$ cat src/rtl/stage_sequencer.sv
`default_nettype none
`timescale 1ns/1ps
// ============================================================================
//  Module      : stage_sequencer
//  Description : Multi-cycle instruction stage sequencer sitting directly
//                upstream of main_control. Walks each instruction through a
//                per-opcode path of FETCH/DECODE/EXECUTE/MEM/WB stages, stalls
//                on memory, pulses retire/illegal strobes and counts retired
//                instructions.
//  Revision    : 1.0  initial release
// ============================================================================
module stage_sequencer #(
  parameter int OP_W  = 6,
  parameter int CNT_W = 16
) (
  input  logic             clk,
  input  logic             reset,
  input  logic [OP_W-1:0]  op,
  input  logic             mem_ready,
  output logic [2:0]       stage,
  output logic             ir_write,
  output logic             instr_done,
  output logic             illegal_op,
  output logic [CNT_W-1:0] instr_count
);

  // Stage encoding is exactly the code main_control decodes, so the state
  // register drives the 'stage' bus directly with no output decode.
  typedef enum logic [2:0] {
    ST_FETCH   = 3'b001,
    ST_DECODE  = 3'b010,
    ST_EXECUTE = 3'b011,
    ST_MEM     = 3'b100,
    ST_WB      = 3'b101
  } stage_t;

  // Instruction classes; each class owns a fixed stage path.
  typedef enum logic [2:0] {
    CL_ALU     = 3'd0,
    CL_LOAD    = 3'd1,
    CL_STORE   = 3'd2,
    CL_BRANCH  = 3'd3,
    CL_JUMP    = 3'd4,
    CL_PUSH    = 3'd5,
    CL_POP     = 3'd6,
    CL_ILLEGAL = 3'd7
  } class_t;

  stage_t           state_q;
  stage_t           state_d;
  class_t           class_q;
  class_t           class_d;
  class_t           dec_class;
  logic             retire;
  logic             illegal;
  logic [CNT_W-1:0] count_q;

  // Opcode classifier; only consulted while in DECODE.
  always_comb begin
    dec_class = CL_ILLEGAL;
    if (op <= OP_W'(4)) begin
      dec_class = CL_ALU;
    end else if (op <= OP_W'(6)) begin
      dec_class = CL_LOAD;
    end else if (op == OP_W'(7)) begin
      dec_class = CL_STORE;
    end else if (op <= OP_W'(11)) begin
      dec_class = CL_BRANCH;
    end else if (op <= OP_W'(14)) begin
      dec_class = CL_JUMP;
    end else if (op == OP_W'(15)) begin
      dec_class = CL_PUSH;
    end else if (op == OP_W'(16)) begin
      dec_class = CL_POP;
    end
  end

  // Next-stage selection plus retire/illegal events for the coming edge.
  // EXECUTE and MEM steer only from the class latched in DECODE, so the op
  // bus is free to change once DECODE is over.
  always_comb begin
    state_d = state_q;
    class_d = class_q;
    retire  = 1'b0;
    illegal = 1'b0;
    case (state_q)
      ST_FETCH: begin
        if (mem_ready) begin
          state_d = ST_DECODE;
        end
      end
      ST_DECODE: begin
        class_d = dec_class;
        case (dec_class)
          CL_ALU, CL_LOAD, CL_STORE, CL_BRANCH, CL_PUSH, CL_POP: begin
            state_d = ST_EXECUTE;
          end
          CL_JUMP: begin
            state_d = ST_FETCH;
            retire  = 1'b1;
          end
          default: begin
            state_d = ST_FETCH;
            illegal = 1'b1;
          end
        endcase
      end
      ST_EXECUTE: begin
        case (class_q)
          CL_LOAD, CL_STORE, CL_PUSH, CL_POP: begin
            state_d = ST_MEM;
          end
          CL_ALU: begin
            state_d = ST_WB;
          end
          CL_BRANCH: begin
            state_d = ST_FETCH;
            retire  = 1'b1;
          end
          // JUMP/ILLEGAL never reach EXECUTE; recover without retiring.
          default: begin
            state_d = ST_FETCH;
          end
        endcase
      end
      ST_MEM: begin
        if (mem_ready) begin
          case (class_q)
            CL_LOAD, CL_POP: begin
              state_d = ST_WB;
            end
            CL_STORE, CL_PUSH: begin
              state_d = ST_FETCH;
              retire  = 1'b1;
            end
            default: begin
              state_d = ST_FETCH;
            end
          endcase
        end
      end
      ST_WB: begin
        state_d = ST_FETCH;
        retire  = 1'b1;
      end
      // Unused codes 000/110/111 fall back to FETCH.
      default: begin
        state_d = ST_FETCH;
      end
    endcase
  end

  // Stage and class registers.
  always_ff @(posedge clk or posedge reset) begin
    if (reset) begin
      state_q <= ST_FETCH;
      class_q <= CL_ALU;
    end else begin
      state_q <= state_d;
      class_q <= class_d;
    end
  end

  // Registered strobes and the wrapping retired-instruction counter.
  always_ff @(posedge clk or posedge reset) begin
    if (reset) begin
      instr_done <= 1'b0;
      illegal_op <= 1'b0;
      count_q    <= '0;
    end else begin
      instr_done <= retire;
      illegal_op <= illegal;
      if (retire) begin
        count_q <= count_q + CNT_W'(1);
      end
    end
  end

  assign stage       = state_q;
  assign ir_write    = (state_q == ST_FETCH) && mem_ready;
  assign instr_count = count_q;

endmodule
`default_nettype wire

$ cat config.mk
export PLATFORM = sky130hd
export DESIGN_NAME = stage_sequencer
export DESIGN_NICKNAME = d
export VERILOG_FILES = /design/src/rtl/stage_sequencer.sv
export SDC_FILE = /design/constraint.sdc
export NUM_CORES = 1
export LEC_CHECK = 0
export ABC_AREA = 1
export CORE_AREA = 2 2 62 64
export CTS_BUF_LIST = sky130_fd_sc_hd__clkbuf_2
export CTS_CLUSTER_DIAMETER = 80
export DETAILED_ROUTE_END_ITERATION = 8
export DIE_AREA = 0 0 64 66
export GPL_TIMING_DRIVEN = 1
export PLACE_DENSITY = 0.73
export SETUP_SLACK_MARGIN = 0.3
export SLEW_MARGIN = 10
export SYNTH_ARGS = -nofsm -noshare
export SYNTH_HDL_FRONTEND = slang
export SYNTH_SLANG_ARGS = --single-unit
$ cat constraint.sdc
create_clock -name clk -period 1.5 [get_ports clk]
set_input_delay 0.3 -clock clk [delete_from_list [all_inputs] [get_ports clk]]
set_output_delay 0.3 -clock clk [all_outputs]
set_load 0.02 [all_outputs]
==> flow_results.xml <==
<?xml version="1.0" encoding="UTF-8"?>
<metrics>
  <group name="run_status">
    <metric name="outcome" unit="">finished, violations left</metric>
    <metric name="violations" unit="">setup timing</metric>
  </group>
  <group name="pwr">
    <metric name="combinationalPowerShare" unit="">0.623</metric>
    <metric name="power.ir.vdd_worst" unit="mV">0.897</metric>
    <metric name="cell_internal_pwr" unit="W">0.00185</metric>
    <metric name="totalPowerFinal" unit="W">0.00320</metric>
    <metric name="leakage_power_figure" unit="nW">1.30</metric>
    <metric name="power.clock.fraction" unit="">0.083</metric>
    <metric name="switching_share" unit="">0.423</metric>
    <metric name="power.share.sequential" unit="">0.294</metric>
    <metric name="power_density" unit="nW/um^2">1250</metric>
    <metric name="switchingPower" unit="W">0.00135</metric>
  </group>
  <group name="cts">
    <metric name="cts_tree" unit="">yes</metric>
    <metric name="cts_max_path_buffers" unit="">2</metric>
    <metric name="cts.reportedPaths.clkPinSlew" unit="ns">0.21</metric>
    <metric name="ctsHoldBuffers" unit="">0</metric>
    <metric name="clock_insertion_delay_worst_skew" unit="ns">0.34</metric>
    <metric name="number_of_buffers_created_by_cts" unit="">3</metric>
    <metric name="cts_root_buf" unit="">sky130_fd_sc_hd__clkbuf_2</metric>
    <metric name="cts.htree.levels" unit="">1</metric>
    <metric name="clock_sinks" unit="">24</metric>
  </group>
  <group name="sta">
    <metric name="worst_clock_skew" unit="ns">0.0221</metric>
    <metric name="timing.setup.tns" unit="ns">-0.146</metric>
    <metric name="timing.final.ws_setup" unit="ns">-0.146</metric>
    <metric name="setup_violations" unit="">1</metric>
    <metric name="post-route-period-util" unit="">1.10</metric>
    <metric name="final.hold.worst_slack" unit="ns">0.167</metric>
    <metric name="timing_worst_slew_pin_value" unit="ns">0.247</metric>
    <metric name="drv_slew" unit="">0</metric>
    <metric name="final_hold_viol_count" unit="">0</metric>
    <metric name="min_cycle_time_layout" unit="ns">1.65</metric>
    <metric name="setup_repair_after_global_routing_missed_its_margin" unit="">yes</metric>
    <metric name="fmax" unit="GHz">0.608</metric>
    <metric name="slew-limit-headroom" unit="">0.834</metric>
  </group>
  <group name="layout">
    <metric name="finish.instance_area" unit="sq um">2570</metric>
    <metric name="mostFrequentLayoutCells" unit="">48 x sky130_fd_sc_hd__nand2_1, 39 x sky130_fd_sc_hd__buf_6, 36 x sky130_fd_sc_hd__buf_4</metric>
    <metric name="nets" unit="">305</metric>
    <metric name="n_antenna_cell" unit="">0</metric>
    <metric name="layout_commonest_cell" unit="">sky130_fd_sc_hd__nand2_1</metric>
    <metric name="drive_gt1_frac" unit="">0.463</metric>
    <metric name="syn2layout_area_growth" unit="%">65.0</metric>
  </group>
  <group name="critical_path">
    <metric name="setup.worst_path.class" unit="">reg2out</metric>
    <metric name="worstSetupStartpointType" unit="">flip-flop</metric>
    <metric name="cp.arrival" unit="ns">1.35</metric>
    <metric name="critPathRequiredTime" unit="ns">1.20</metric>
    <metric name="timing.reg2reg.setup_slack" unit="ns">0.01</metric>
    <metric name="sort_of_element_at_the_end_of_the_critical_path" unit="">output port</metric>
    <metric name="worstPathMaxFanout" unit="">2</metric>
  </group>
  <group name="floorplanning">
    <metric name="number_of_top_level_pins" unit="">31</metric>
    <metric name="floorplan.initialDensity" unit="">0.438</metric>
    <metric name="die-area" unit="sq um">4220</metric>
    <metric name="floorplan.core_area" unit="sq um">3550</metric>
    <metric name="dieWidth" unit="um">64</metric>
    <metric name="die-height" unit="um">66</metric>
    <metric name="rows" unit="">22</metric>
  </group>
  <group name="logic_synthesis">
    <metric name="synth_simple_gate_area_share" unit="">0.380</metric>
    <metric name="syn-num-nets" unit="">218</metric>
    <metric name="synth.mux.area_fraction" unit="">0</metric>
    <metric name="synth_top_family_by_area" unit="">simple AND/OR/NAND/NOR gates</metric>
    <metric name="synth_sequential_area_ratio" unit="">0.387</metric>
    <metric name="post_synth_fa_ha_maj_area_fraction" unit="">0.00804</metric>
    <metric name="synth-warning-count" unit="">0</metric>
    <metric name="average_cell_area_after_synthesis" unit="sq um">7.48</metric>
    <metric name="synthDistinctLibCells" unit="">28</metric>
    <metric name="ys_ff_latch" unit="">24</metric>
    <metric name="synth-xor-area-share" unit="">0.0788</metric>
    <metric name="syn-cell-area" unit="sq um">1560</metric>
    <metric name="compound_gate_fraction_of_synth_area" unit="">0.0667</metric>
    <metric name="synthCells" unit="">208</metric>
  </group>
  <group name="detailed_routing">
    <metric name="drtPass1Iterations" unit="">4</metric>
    <metric name="number_of_design_rule_violations_left_by_the_first_detailed_router_iteration" unit="">71</metric>
    <metric name="vias_per_cell" unit="">4.86</metric>
    <metric name="num_vias" unit="">1662</metric>
    <metric name="route.detailed.drc" unit="">0</metric>
    <metric name="wirelength" unit="um">3970</metric>
    <metric name="detail_route.wl_per_cell" unit="um">11.6</metric>
    <metric name="final_antenna_net_count" unit="">0</metric>
  </group>
  <group name="grt">
    <metric name="grt_pass1_wl" unit="um">6690</metric>
    <metric name="gr-usage-all-layers" unit="">0.202</metric>
    <metric name="first_global_vias" unit="">1544</metric>
    <metric name="pin_count_of_the_biggest_net_entering_global_routing" unit="">14</metric>
    <metric name="antenna_found_initial" unit="">0</metric>
    <metric name="global_route.overflow_total" unit="">0</metric>
  </group>
  <group name="place">
    <metric name="postPlaceCellArea" unit="sq um">2120</metric>
    <metric name="dpl_worst_slack" unit="ns">-0.372</metric>
    <metric name="buffer_ports.inserted" unit="">30</metric>
    <metric name="gpl.final_weighted_congestion" unit="">0.899</metric>
    <metric name="post_detailed_placement_half_perimeter_wirelength" unit="um">2630</metric>
  </group>
  <group name="hold_path">
    <metric name="hold_path.class" unit="">in2async</metric>
  </group>
  <group name="job">
    <metric name="max_cap_violations" unit="">0</metric>
  </group>
</metrics>
synth_stat cells:
cell / n / area share
sky130_fd_sc_hd__a21oi_1: 5 / 0.016
sky130_fd_sc_hd__a21oi_2: 1 / 0.0056
sky130_fd_sc_hd__a21oi_4: 1 / 0.010
sky130_fd_sc_hd__buf_12: 1 / 0.013
sky130_fd_sc_hd__buf_2: 2 / 0.0064
sky130_fd_sc_hd__dfrtp_1: 23 / 0.37
sky130_fd_sc_hd__dfstp_2: 1 / 0.017
sky130_fd_sc_hd__ha_1: 1 / 0.0080
sky130_fd_sc_hd__inv_1: 20 / 0.048
sky130_fd_sc_hd__inv_2: 5 / 0.012
sky130_fd_sc_hd__nand2_1: 53 / 0.13
sky130_fd_sc_hd__nand2_2: 14 / 0.056
sky130_fd_sc_hd__nand2_4: 1 / 0.0072
sky130_fd_sc_hd__nand3_1: 31 / 0.10
sky130_fd_sc_hd__nand3_4: 1 / 0.011
sky130_fd_sc_hd__nand3b_1: 1 / 0.0048
sky130_fd_sc_hd__nand4_1: 1 / 0.0040
sky130_fd_sc_hd__nor2_1: 13 / 0.031
sky130_fd_sc_hd__nor2_2: 2 / 0.0080
sky130_fd_sc_hd__nor2_4: 1 / 0.0072
sky130_fd_sc_hd__nor3_1: 5 / 0.016
sky130_fd_sc_hd__nor3_2: 1 / 0.0064
sky130_fd_sc_hd__o211ai_1: 1 / 0.0048
sky130_fd_sc_hd__o21ai_0: 6 / 0.019
sky130_fd_sc_hd__o21ai_1: 2 / 0.0064
sky130_fd_sc_hd__o22ai_1: 1 / 0.0040
sky130_fd_sc_hd__xnor2_1: 6 / 0.034
sky130_fd_sc_hd__xor2_1: 8 / 0.045
cells by family (layout without fill, tap and decap cells):
family,after synthesis,count (layout)
compound gates,17,17
xor+xnor,14,14
fa+ha+maj,1,1
buf+inv,28,112
flops,24,24
simple gates,124,126
layer usage:
layer,GRT usage,wire (um),up-vias
met5,0,0,-
met4,0.0842,73,0
met3,0.0187,123,6
met2,0.358,2050,35
met1,0.252,1720,773
li1,-,-,848
sequential cells by signal (all words and copies together) (netlist names):
register     cells
instr_count     16
class_q          3
stage            3
illegal_op       1
instr_done       1
final timing paths:
check                                    start              end  cells past startpoint
worst min-delay path                     reset  instr_count[11]                      2
worst min register to register  instr_count[0]   instr_count[0]                      3
min in group clk                         op[2]       illegal_op                      5
worst max register to register        stage[0]   instr_count[7]                      9
worst max-delay path                  stage[0]         ir_write                      5
max in group asynchronous                reset       class_q[1]                      3
per-stage QoR:
stage | instances | util
floorplan | 208 | -
global placement | 308 | 0.596
detailed placement | 308 | 0.596
CTS | 340 | 0.704
global route | 342 | 0.723
finish | 342 | 0.723
power by group through the flow:
stage,logic [W],clock network [W],registers [W]
floorplan,0.000736,0,0.00108
global placement,0.00135,0,0.000957
detailed placement,0.00137,0,0.000959
CTS,0.00189,0.000277,0.000935
global route,0.00215,0.000307,0.000958
finish,0.00199,0.000266,0.000941
final cells by class:
class	instances	area [sq um]
well taps	48	60.1
flip-flops and latches	24	611
clock buffers	4	20.0
inverters	25	98.8
repair buffers	83	793
multi-input cells	158	985
fillers	242	983
worst max-delay path, cell delays in order (launching register included):
cell and delay, ns:
sky130_fd_sc_hd__dfstp_2 0.58, sky130_fd_sc_hd__inv_2 0.04, sky130_fd_sc_hd__nor3_2 0.13, sky130_fd_sc_hd__inv_2 0.07, sky130_fd_sc_hd__nor2_4 0.09, sky130_fd_sc_hd__buf_6 0.12
what timing repair did:
item | CTS | global route
gates cloned | 2 | 0
pin swaps | 13 | 1
setup buffers | 26 | 2
resized for setup | 165 | 16
setup endpoints to repair | 44 | 46
(Power assumes the default switching activity.)
